[src/rtl/mem_stage.sv]
// mem_stage: MEM pipeline stage. Latches the EX outputs, runs the split
// address/data handshake to the data bus bridge, aligns lanes and flags AdEL/AdES.
module mem_stage #(
   parameter logic [31:0] RESET_PC = 32'hbfc00000
) (
   input  logic        clk,
   input  logic        rst,
   input  logic        stall,
   input  logic        flush,
   input  logic [31:0] aluout,
   input  logic [31:0] mem_write_data,
   input  logic [4:0]  writereg,
   input  logic [31:0] pc,
   input  logic [5:0]  opE,
   input  logic [3:0]  controls,
   input  logic [7:0]  exception_code,
   input  logic        is_in_slot,
   output logic        data_req,
   output logic        data_wr,
   output logic [1:0]  data_size,
   output logic [31:0] data_addr,
   output logic [31:0] data_wdata,
   output logic [3:0]  data_wstrb,
   input  logic        data_addr_ok,
   input  logic        data_data_ok,
   input  logic [31:0] data_rdata,
   output logic [31:0] resultM,
   output logic [4:0]  writeregM,
   output logic        regwriteM,
   output logic [31:0] pcM,
   output logic [7:0]  exception_codeM,
   output logic [31:0] badvaddrM,
   output logic        is_in_slotM,
   output logic        stall_mem
);

   typedef enum logic [2:0] {S_IDLE, S_REQ, S_WAIT, S_DONE, S_DRAIN} state_t;

   logic [31:0] aluout_p0, wdata_p0, pc_p0;
   logic [4:0]  writereg_p0;
   logic [5:0]  op_p0;
   logic [3:1]  ctrl_p0;
   logic [7:0]  exc_p0;
   logic        slot_p0;

   // The cp0/hilo passthrough bit has no consumer inside this stage.
   logic unused_cp0;
   assign unused_cp0 = controls[0];

   // ---- EX -> MEM stage registers ----
   always_ff @(posedge clk) begin
      if (rst) begin
         aluout_p0   <= '0;
         wdata_p0    <= '0;
         pc_p0       <= RESET_PC;
         writereg_p0 <= '0;
         op_p0       <= '0;
         ctrl_p0     <= '0;
         exc_p0      <= '0;
         slot_p0     <= 1'b0;
      end else if (flush) begin
         aluout_p0   <= '0;
         wdata_p0    <= '0;
         pc_p0       <= RESET_PC;
         writereg_p0 <= '0;
         op_p0       <= '0;
         ctrl_p0     <= '0;
         exc_p0      <= '0;
      end else if (!stall) begin
         aluout_p0   <= aluout;
         wdata_p0    <= mem_write_data;
         pc_p0       <= pc;
         writereg_p0 <= writereg;
         op_p0       <= opE;
         ctrl_p0     <= controls[3:1];
         exc_p0      <= exception_code;
         slot_p0     <= is_in_slot;
      end
   end

   logic       memtoreg, memwrite, regwrite;
   logic       is_load, is_store, sext;
   logic [1:0] size;
   logic       misalign, adel, ades, addr_err, access;

   assign memtoreg = ctrl_p0[3];
   assign memwrite = ctrl_p0[2];
   assign regwrite = ctrl_p0[1];

   always_comb begin
      is_load  = 1'b0;
      is_store = 1'b0;
      sext     = 1'b0;
      size     = 2'd2;
      case (op_p0)
         6'b100000: begin is_load  = 1'b1; size = 2'd0; sext = 1'b1; end
         6'b100100: begin is_load  = 1'b1; size = 2'd0; end
         6'b100001: begin is_load  = 1'b1; size = 2'd1; sext = 1'b1; end
         6'b100101: begin is_load  = 1'b1; size = 2'd1; end
         6'b100011: begin is_load  = 1'b1; size = 2'd2; end
         6'b101000: begin is_store = 1'b1; size = 2'd0; end
         6'b101001: begin is_store = 1'b1; size = 2'd1; end
         6'b101011: begin is_store = 1'b1; size = 2'd2; end
         default: ;
      endcase
   end

   assign misalign = ((size == 2'd1) && aluout_p0[0]) || ((size == 2'd2) && (aluout_p0[1:0] != 2'b00));
   assign adel     = memtoreg && is_load  && misalign;
   assign ades     = memwrite && is_store && misalign;
   assign addr_err = adel || ades;
   assign access   = (memtoreg || memwrite) && (is_load || is_store) && (exc_p0 == 8'd0) && !addr_err;

   function automatic logic [31:0] load_ext(input logic [31:0] w, input logic [1:0] a,
                                            input logic [1:0] sz, input logic sx);
      logic [7:0]  b;
      logic [15:0] h;
      case (a)
         2'd0:    b = w[7:0];
         2'd1:    b = w[15:8];
         2'd2:    b = w[23:16];
         default: b = w[31:24];
      endcase
      h = a[1] ? w[31:16] : w[15:0];
      case (sz)
         2'd0:    load_ext = {{24{sx & b[7]}}, b};
         2'd1:    load_ext = {{16{sx & h[15]}}, h};
         default: load_ext = w;
      endcase
   endfunction

   state_t      state;
   logic [31:0] rdata_buf;
   logic        resp_done;

   // Response that completes the live access this cycle (also covers addr_ok+data_ok together).
   assign resp_done = data_data_ok && ((state == S_WAIT) || ((state == S_REQ) && data_addr_ok));

   // ---- bus handshake FSM ----
   always_ff @(posedge clk) begin
      if (rst) begin
         state <= S_IDLE;
      end else begin
         case (state)
            S_IDLE:  if (access && !flush) state <= S_REQ;
            S_REQ: begin
               if (data_addr_ok) begin
                  if (data_data_ok) state <= (flush || !stall) ? S_IDLE : S_DONE;
                  else              state <= flush ? S_DRAIN : S_WAIT;
               end else if (flush) begin
                  state <= S_IDLE;
               end
            end
            S_WAIT: begin
               if (data_data_ok) state <= (flush || !stall) ? S_IDLE : S_DONE;
               else if (flush)   state <= S_DRAIN;
            end
            S_DONE:  if (flush || !stall) state <= S_IDLE;
            S_DRAIN: if (data_data_ok) state <= S_IDLE;
            default: state <= S_IDLE;
         endcase
      end
   end

   always_ff @(posedge clk) begin
      if (resp_done) rdata_buf <= data_rdata;
   end

   assign data_req   = (state == S_REQ);
   assign data_wr    = is_store;
   assign data_size  = size;
   assign data_addr  = aluout_p0;

   always_comb begin
      data_wstrb = 4'b0000;
      case (size)
         2'd0:    data_wdata = {4{wdata_p0[7:0]}};
         2'd1:    data_wdata = {2{wdata_p0[15:0]}};
         default: data_wdata = wdata_p0;
      endcase
      if (is_store) begin
         case (size)
            2'd0:    data_wstrb = 4'b0001 << aluout_p0[1:0];
            2'd1:    data_wstrb = aluout_p0[1] ? 4'b1100 : 4'b0011;
            default: data_wstrb = 4'b1111;
         endcase
      end
   end

   logic [31:0] load_word;
   assign load_word = (state == S_DONE) ? rdata_buf : data_rdata;

   assign resultM         = memtoreg ? load_ext(load_word, aluout_p0[1:0], size, sext) : aluout_p0;
   assign writeregM       = writereg_p0;
   assign regwriteM       = regwrite && !addr_err;
   assign pcM             = pc_p0;
   assign is_in_slotM     = slot_p0;
   assign exception_codeM = exc_p0 | {1'b0, ades, adel, 5'b00000};
   assign badvaddrM       = addr_err ? aluout_p0 : 32'd0;
   assign stall_mem       = (access && (state != S_DONE) && !resp_done) || (state == S_DRAIN);

endmodule

[config.mk]
export PLATFORM = sky130hd
export DESIGN_NAME = mem_stage
export DESIGN_NICKNAME = d
export VERILOG_FILES = /design/src/rtl/mem_stage.sv
export SDC_FILE = /design/constraint.sdc
export NUM_CORES = 1
export LEC_CHECK = 0
export ABC_AREA = 1
export CORE_AREA = 2 2 170 172
export CTS_CLUSTER_DIAMETER = 120
export DETAILED_ROUTE_END_ITERATION = 10
export DIE_AREA = 0 0 172 174
export PLACE_DENSITY_LB_ADDON = 0.08
export REMOVE_ABC_BUFFERS = 1
export SYNTH_ARGS = -nofsm -noshare
export SYNTH_HDL_FRONTEND = slang
export SYNTH_SLANG_ARGS = --single-unit
[constraint.sdc]
create_clock -name clk -period 5.4 [get_ports clk]
set_input_delay 0.81 -clock clk [delete_from_list [all_inputs] [get_ports clk]]
set_output_delay 0.81 -clock clk [all_outputs]
set_load 0.01 [all_outputs]
=== Yosys cells after proc, flatten, opt, wreduce, memory -nomap -nowiden ===
Cells that the tools add are included.

* Flip-flop bits (word level): 154
* Logic and storage cells: 102
* Bits in latches: 0
* Bits in read-only memories: 0
* Memory bits (writable): 0
* Bits of input ports: 158
* Output and inout bits: 184
* Memories kept: 0

* Reductions and logical operators: 39
* Add/subtract/negate cells: 0
* Muxes and demuxes: 25
* $mul: 0
* Shift operators: 1
* Div/mod/pow operators: 0
* Eq/ne operators: 22
* Bitwise logic cells: 5
* Magnitude comparators: 0

{| class="wikitable"
|+ Operators by type and width
! kind !! count
|-
| 32-bit case mux with 2 select lines || 2
|-
| 32-bit 2-to-1 mux || 3
|-
| 6-bit == test, second input constant || 8
|-
| 3-bit 2-to-1 mux || 9
|-
| 8-bit case mux with 3 select lines || 1
|-
| 16-bit 2-to-1 mux || 1
|-
| 1-bit logical AND || 15
|-
| 3-bit case mux with 5 select lines || 1
|-
| 3-bit OR reduction || 3
|-
| 8-bit zero test || 1
|-
| 4-bit 2-to-1 mux || 2
|-
| 8-bit by 7-bit OR with 8-bit output || 1
|-
| 4-bit case mux with 2 select lines || 1
|-
| 1-bit logical OR || 7
|-
| 3-bit by 2-bit == test with 1-bit output, second input constant || 2
|-
| 2-bit inequality test, second input constant || 3
|-
| 3-bit by 2-bit inequality test with 1-bit output, second input constant || 2
|-
| 5-bit AND reduction || 1
|-
| 5-bit OR reduction || 1
|-
| 2-bit by 1-bit == test with 1-bit output, second input constant || 2
|-
| 2-bit == test, second input constant || 2
|-
| 1-bit zero test || 4
|-
| 2-bit zero test || 2
|-
| 2-bit case mux with 2 select lines || 1
|-
| other kinds (12) || 17
|}

=== Longest topological paths before layout ===
* Depth in word-level cells: 13
* Depth in mapped cells: 14
* Depth with buffers taken out: 13

=== Least setup slack after synthesis ===
Ideal clock, no wire load.

* Path kind: in2out
* From: input port data_addr_ok
* To: output port stall_mem
* Stages: 4
* Arrival: 2889 ps
* Setup slack: 1701 ps
* Path buffers: 0
* Required time: 4590 ps
* Path through: nand2_1 -> a21oi_1 -> nor2_1 -> a31o_2

* Word-level cells in the longest chain between the ends: 6

{| class="wikitable"
|+ Ends and longest elaborated chain
! element !! line !! source
|-
| from (decl) || 24 || <nowiki>input logic data_addr_ok,</nowiki>
|-
| 1-bit logical AND || 137 || <nowiki>assign resp_done = data_data_ok && ((state == S_WAIT) || ((state == S_REQ) && data_addr_ok));</nowiki>
|-
| 1-bit logical OR || 137 ||
|-
| 1-bit logical AND || 137 ||
|-
| via resp_done || 134 || <nowiki>logic resp_done;</nowiki>
|-
| 1-bit zero test || 200 || <nowiki>assign stall_mem = (access && (state != S_DONE) && !resp_done) || (state == S_DRAIN);</nowiki>
|-
| 1-bit logical AND || 200 ||
|-
| 1-bit logical OR || 200 ||
|-
| to (decl) || 34 || <nowiki>output logic stall_mem</nowiki>
|}

The timed path passes the listed nets, and every way through them passes these cells.

=== Worst setup path after layout ===
* From: register aluout_p0[0] (netlist: data_addr[0])
* To: output port resultM[16]

* Word-level cells in the longest chain between the ends: 5
* Elaborated cells on any way between the ends: 7

{| class="wikitable"
|+ Ends and longest elaborated chain
! element !! line !! source
|-
| from (decl) || 39 || <nowiki>logic [31:0] aluout_p0, wdata_p0, pc_p0;</nowiki>
|-
| from (signal assigned) || 70 || <nowiki>aluout_p0 <= aluout;</nowiki>
|-
| 2-bit == test, or another cell as far along || 118 || <nowiki>case (a)</nowiki>
|-
| 8-bit case mux with 3 select lines * || 118 ||
|-
| 1-bit bitwise AND * || 126 || <nowiki>2'd0: load_ext = {{24{sx & b[7]}}, b};</nowiki>
|-
| 32-bit case mux with 2 select lines * || 125 || <nowiki>case (sz)</nowiki>
|-
| 32-bit 2-to-1 mux * || 193 || <nowiki>assign resultM = memtoreg ? load_ext(load_word, aluout_p0[1:0], size, sext) : aluout_p0;</nowiki>
|-
| to (decl) || 27 || <nowiki>output logic [31:0] resultM,</nowiki>
|}

Every way passes the cells marked *; elsewhere a longest branch is shown, timed or not.

==> impl_metrics.py <==
metrics = {
    "synth": {
        "ys_types": 38,
        "syn_inst": 1049,
        "ys_ff_latch": 154,
        "avgSynthCellArea_um2": 7.13,
        "synth_ff_type": "dfxtp_1",
        "synthTopCellsByArea": "dfxtp_1, nand2_1, edfxtp_1",
        "synth_edf_count": 32,
        "synth_top_area_share": 0.326,
        "syn-cell-area_mm2": 0.00748,
        "async_flop_share": 0,
        "yosysSeqAreaShare": 0.455,
        "synth-warning-count": 0,
        "synth_top_cell_by_area": "dfxtp_1",
    },
    "clocking": {
        "cts_tree": "built",
        "clockBufferDepth": 2,
        "cts_root_buffer": "clkbuf_16",
        "clkSinkCount": 154,
        "post_cts_buffers": 0,
        "ctsHoldBuffers": 0,
        "clock_latency_ns": 0.43,
        "cts-resized-gates": 0,
        "htreeDepth": 4,
        "clk_pin_slew_worst_paths_ns": 0.08,
        "cts_buffers": 17,
    },
    "layout": {
        "layout_commonest_cell": "clkdlybuf4s50_1",
        "nFillCells": 3063,
        "area_growth_pct": 56.2,
        "postLayoutCellArea_mm2": 0.0117,
        "final_util": 0.414,
        "nets": 1497,
        "layout-drive-gt1-share": 0.0614,
        "layout.cells.most_common_list": "clkdlybuf4s50_1, nand2_1, a21oi_1, dfxtp_1, inv_1",
    },
    "sta": {
        "hold_violations": 0,
        "rsz0062_at_grt": "false",
        "finalCriticalPeriod_ns": 3.92,
        "setup_viol": 0,
        "maxSlewViolCount": 0,
        "slew-limit-headroom": 0.227,
        "hold_ws_ns": 0.466,
        "final.setup.tns_ns": 0,
        "fmax_ghz": 0.255,
        "worst_slew_pin_slew_ns": 1.16,
        "skew_ns": 0.0127,
        "timing.final.crit_share": 0.726,
    },
    "drt": {
        "drcViolationCount": 0,
        "drt-initial-drc-count": 335,
        "finalWirelength_mm": 29.9,
        "drt_pre_antenna_iters": 5,
        "vias_per_cell": 4.52,
        "vias": 7855,
        "routedWlPerCell_um": 17.2,
        "ant_nets": 0,
    },
    "worst_setup_path": {
        "start_kind": "register",
        "timing.rr.start": "data_addr[1]",
        "required_ns": 4.59,
        "rr_endpoint": "state[1]",
        "cp.arrival_ns": 3.11,
        "path_class": "register to output port",
        "ff2ff_path_depth": 9,
        "worstSetupEndpointType": "output port",
        "r2r_slack_ns": 3.44,
        "worstPathMaxFanout": 24,
    },
    "power_and_ir_drop": {
        "p_sw_mw": 1.00,
        "ir_worst_vdd_mv": 0.155,
        "p_clk_frac": 0.390,
        "p_sw_frac": 0.309,
        "power.density_mw_per_mm2": 277,
        "p_int_mw": 2.23,
        "power_frac_seq": 0.405,
        "p_comb_frac": 0.205,
        "leakage_nw": 4.47,
    },
    "die": {
        "dieArea_mm2": 0.0299,
        "start_util": 0.265,
        "core_mm2": 0.0282,
        "rows": 62,
        "die_h_um": 174,
        "ios": 342,
        "die_w_um": 172,
    },
    "placed_design": {
        "placed_cell_area_mm2": 0.0111,
        "gp_congestion": 0.802,
        "port_buffers": 340,
        "dpl.hpwl_mm": 20.5,
    },
    "run_status": {
        "status": "finished, final reports clean",
    },
    "hold_path": {
        "min_path_cells": 2,
        "min_path_type": "register to register",
        "min-delay-start": "pcM[8]",
        "whs_endpoint": "pcM[8]",
    },
    "global_route": {
        "grt_max_degree": 93,
        "grt_usage": 0.196,
        "grt_pass1_vias": 7594,
        "grt-ovfl-total": 0,
        "grt_antenna_before_repair": 5,
        "grt_first_pass_wirelength_mm": 44.9,
    },
    "flow_run": {
        "drv_cap": 0,
    },
}
[worst max-delay path by stage]
stage / cells after the start / slack (ns) / end / startpoint
after floorplan: 4 / 1.70 / stall_mem / data_addr_ok
final: 11 / 1.48 / resultM[16] / data_addr[0]
after detailed placement: 12 / 1.60 / resultM[16] / data_rdata[31]
after global placement: 12 / 1.63 / resultM[16] / data_rdata[31]
after global routing: 14 / 1.26 / resultM[22] / state[2]
after CTS: 11 / 1.44 / resultM[16] / data_addr[0]
[registers in the layout, indices dropped and copies added (netlist names)]
register	cells
op_p0	6
exc_p0	8
writeregM	5
rdata_buf	32
state	3
is_in_slotM	1
pcM	32
wdata_p0	32
ctrl_p0	3
data_addr	32
[synthesized netlist by cell type, drive strengths merged, types with 8 or more instances]
cell type,n
nand2,288
a21oi,144
dfxtp,122
o21ai,104
inv,100
nor2,92
clkbuf,48
nand3,45
edfxtp,32
buf,30
o211ai,14
a31oi,9
or2,8
[cells by family (layout without fill, tap and decap cells)]
family | count (synthesis) | after routing | share of synthesized area
and+or+nand+nor | 435 | 435 | 0.239
AOI/OAI and AO/OA | 278 | 278 | 0.200
buffers and inverters | 180 | 483 | 0.104
DFF | 154 | 154 | 0.455
muxes | 2 | 2 | 0.00268
other | 0 | 3 | 0
[final cells by class]
| class | count | area [um^2] | area share |
|---|---|---|---|
| inverter | 102 | 384 | 0.0329 |
| clock inverter | 15 | 180 | 0.0154 |
| tap | 384 | 480 | 0.0411 |
| antenna | 3 | 7.51 | 0.000642 |
| sequential | 154 | 3400 | 0.291 |
| multi-input combinational | 715 | 3340 | 0.285 |
| timing repair buffer | 349 | 3470 | 0.297 |
| clock buffer | 17 | 425 | 0.0364 |
[worst max-delay path, stage by stage, from the launching register on]
cell             delay, ns
dfxtp_1               0.51
inv_1                 0.20
nor2_2                0.45
nand2_1               0.12
nand2_1               0.08
nor2_1                0.05
nor2_2                0.17
nand2_4               0.24
nand3_1               0.16
o21ai_0               0.09
inv_1                 0.08
clkdlybuf4s50_1       0.53
[power by group through the flow]
stage                     combinational [mW]  sequential [mW]  clock (mW)
after global placement                 0.668             1.34           0
after floorplan                        0.291             1.35           0
after CTS                              0.672             1.31        1.31
final                                  0.662             1.31        1.26
after detailed placement               0.669             1.34           0
after global routing                   0.734             1.32        1.35
[layer usage]
| layer | track usage | wire length, um |
|---|---|---|
| met5 | 0 | 41 |
| met4 | 0.0483 | 393 |
| met3 | 0.0724 | 2900 |
| met2 | 0.325 | 13900 |
| met1 | 0.241 | 12600 |
[per-stage QoR]
| step | power [mW] | worst slack, ns | std cells |
|---|---|---|---|
| floorplan | 1.64 | 1.70 | 971 |
| global placement | 2.00 | 1.63 | 1704 |
| detailed placement | 2.01 | 1.60 | 1704 |
| CTS | 3.30 | 1.44 | 1736 |
| global route | 3.40 | 1.26 | 1737 |
| finish | 3.23 | 1.48 | 1739 |
Note: power is estimated with default switching activity, not from simulation.
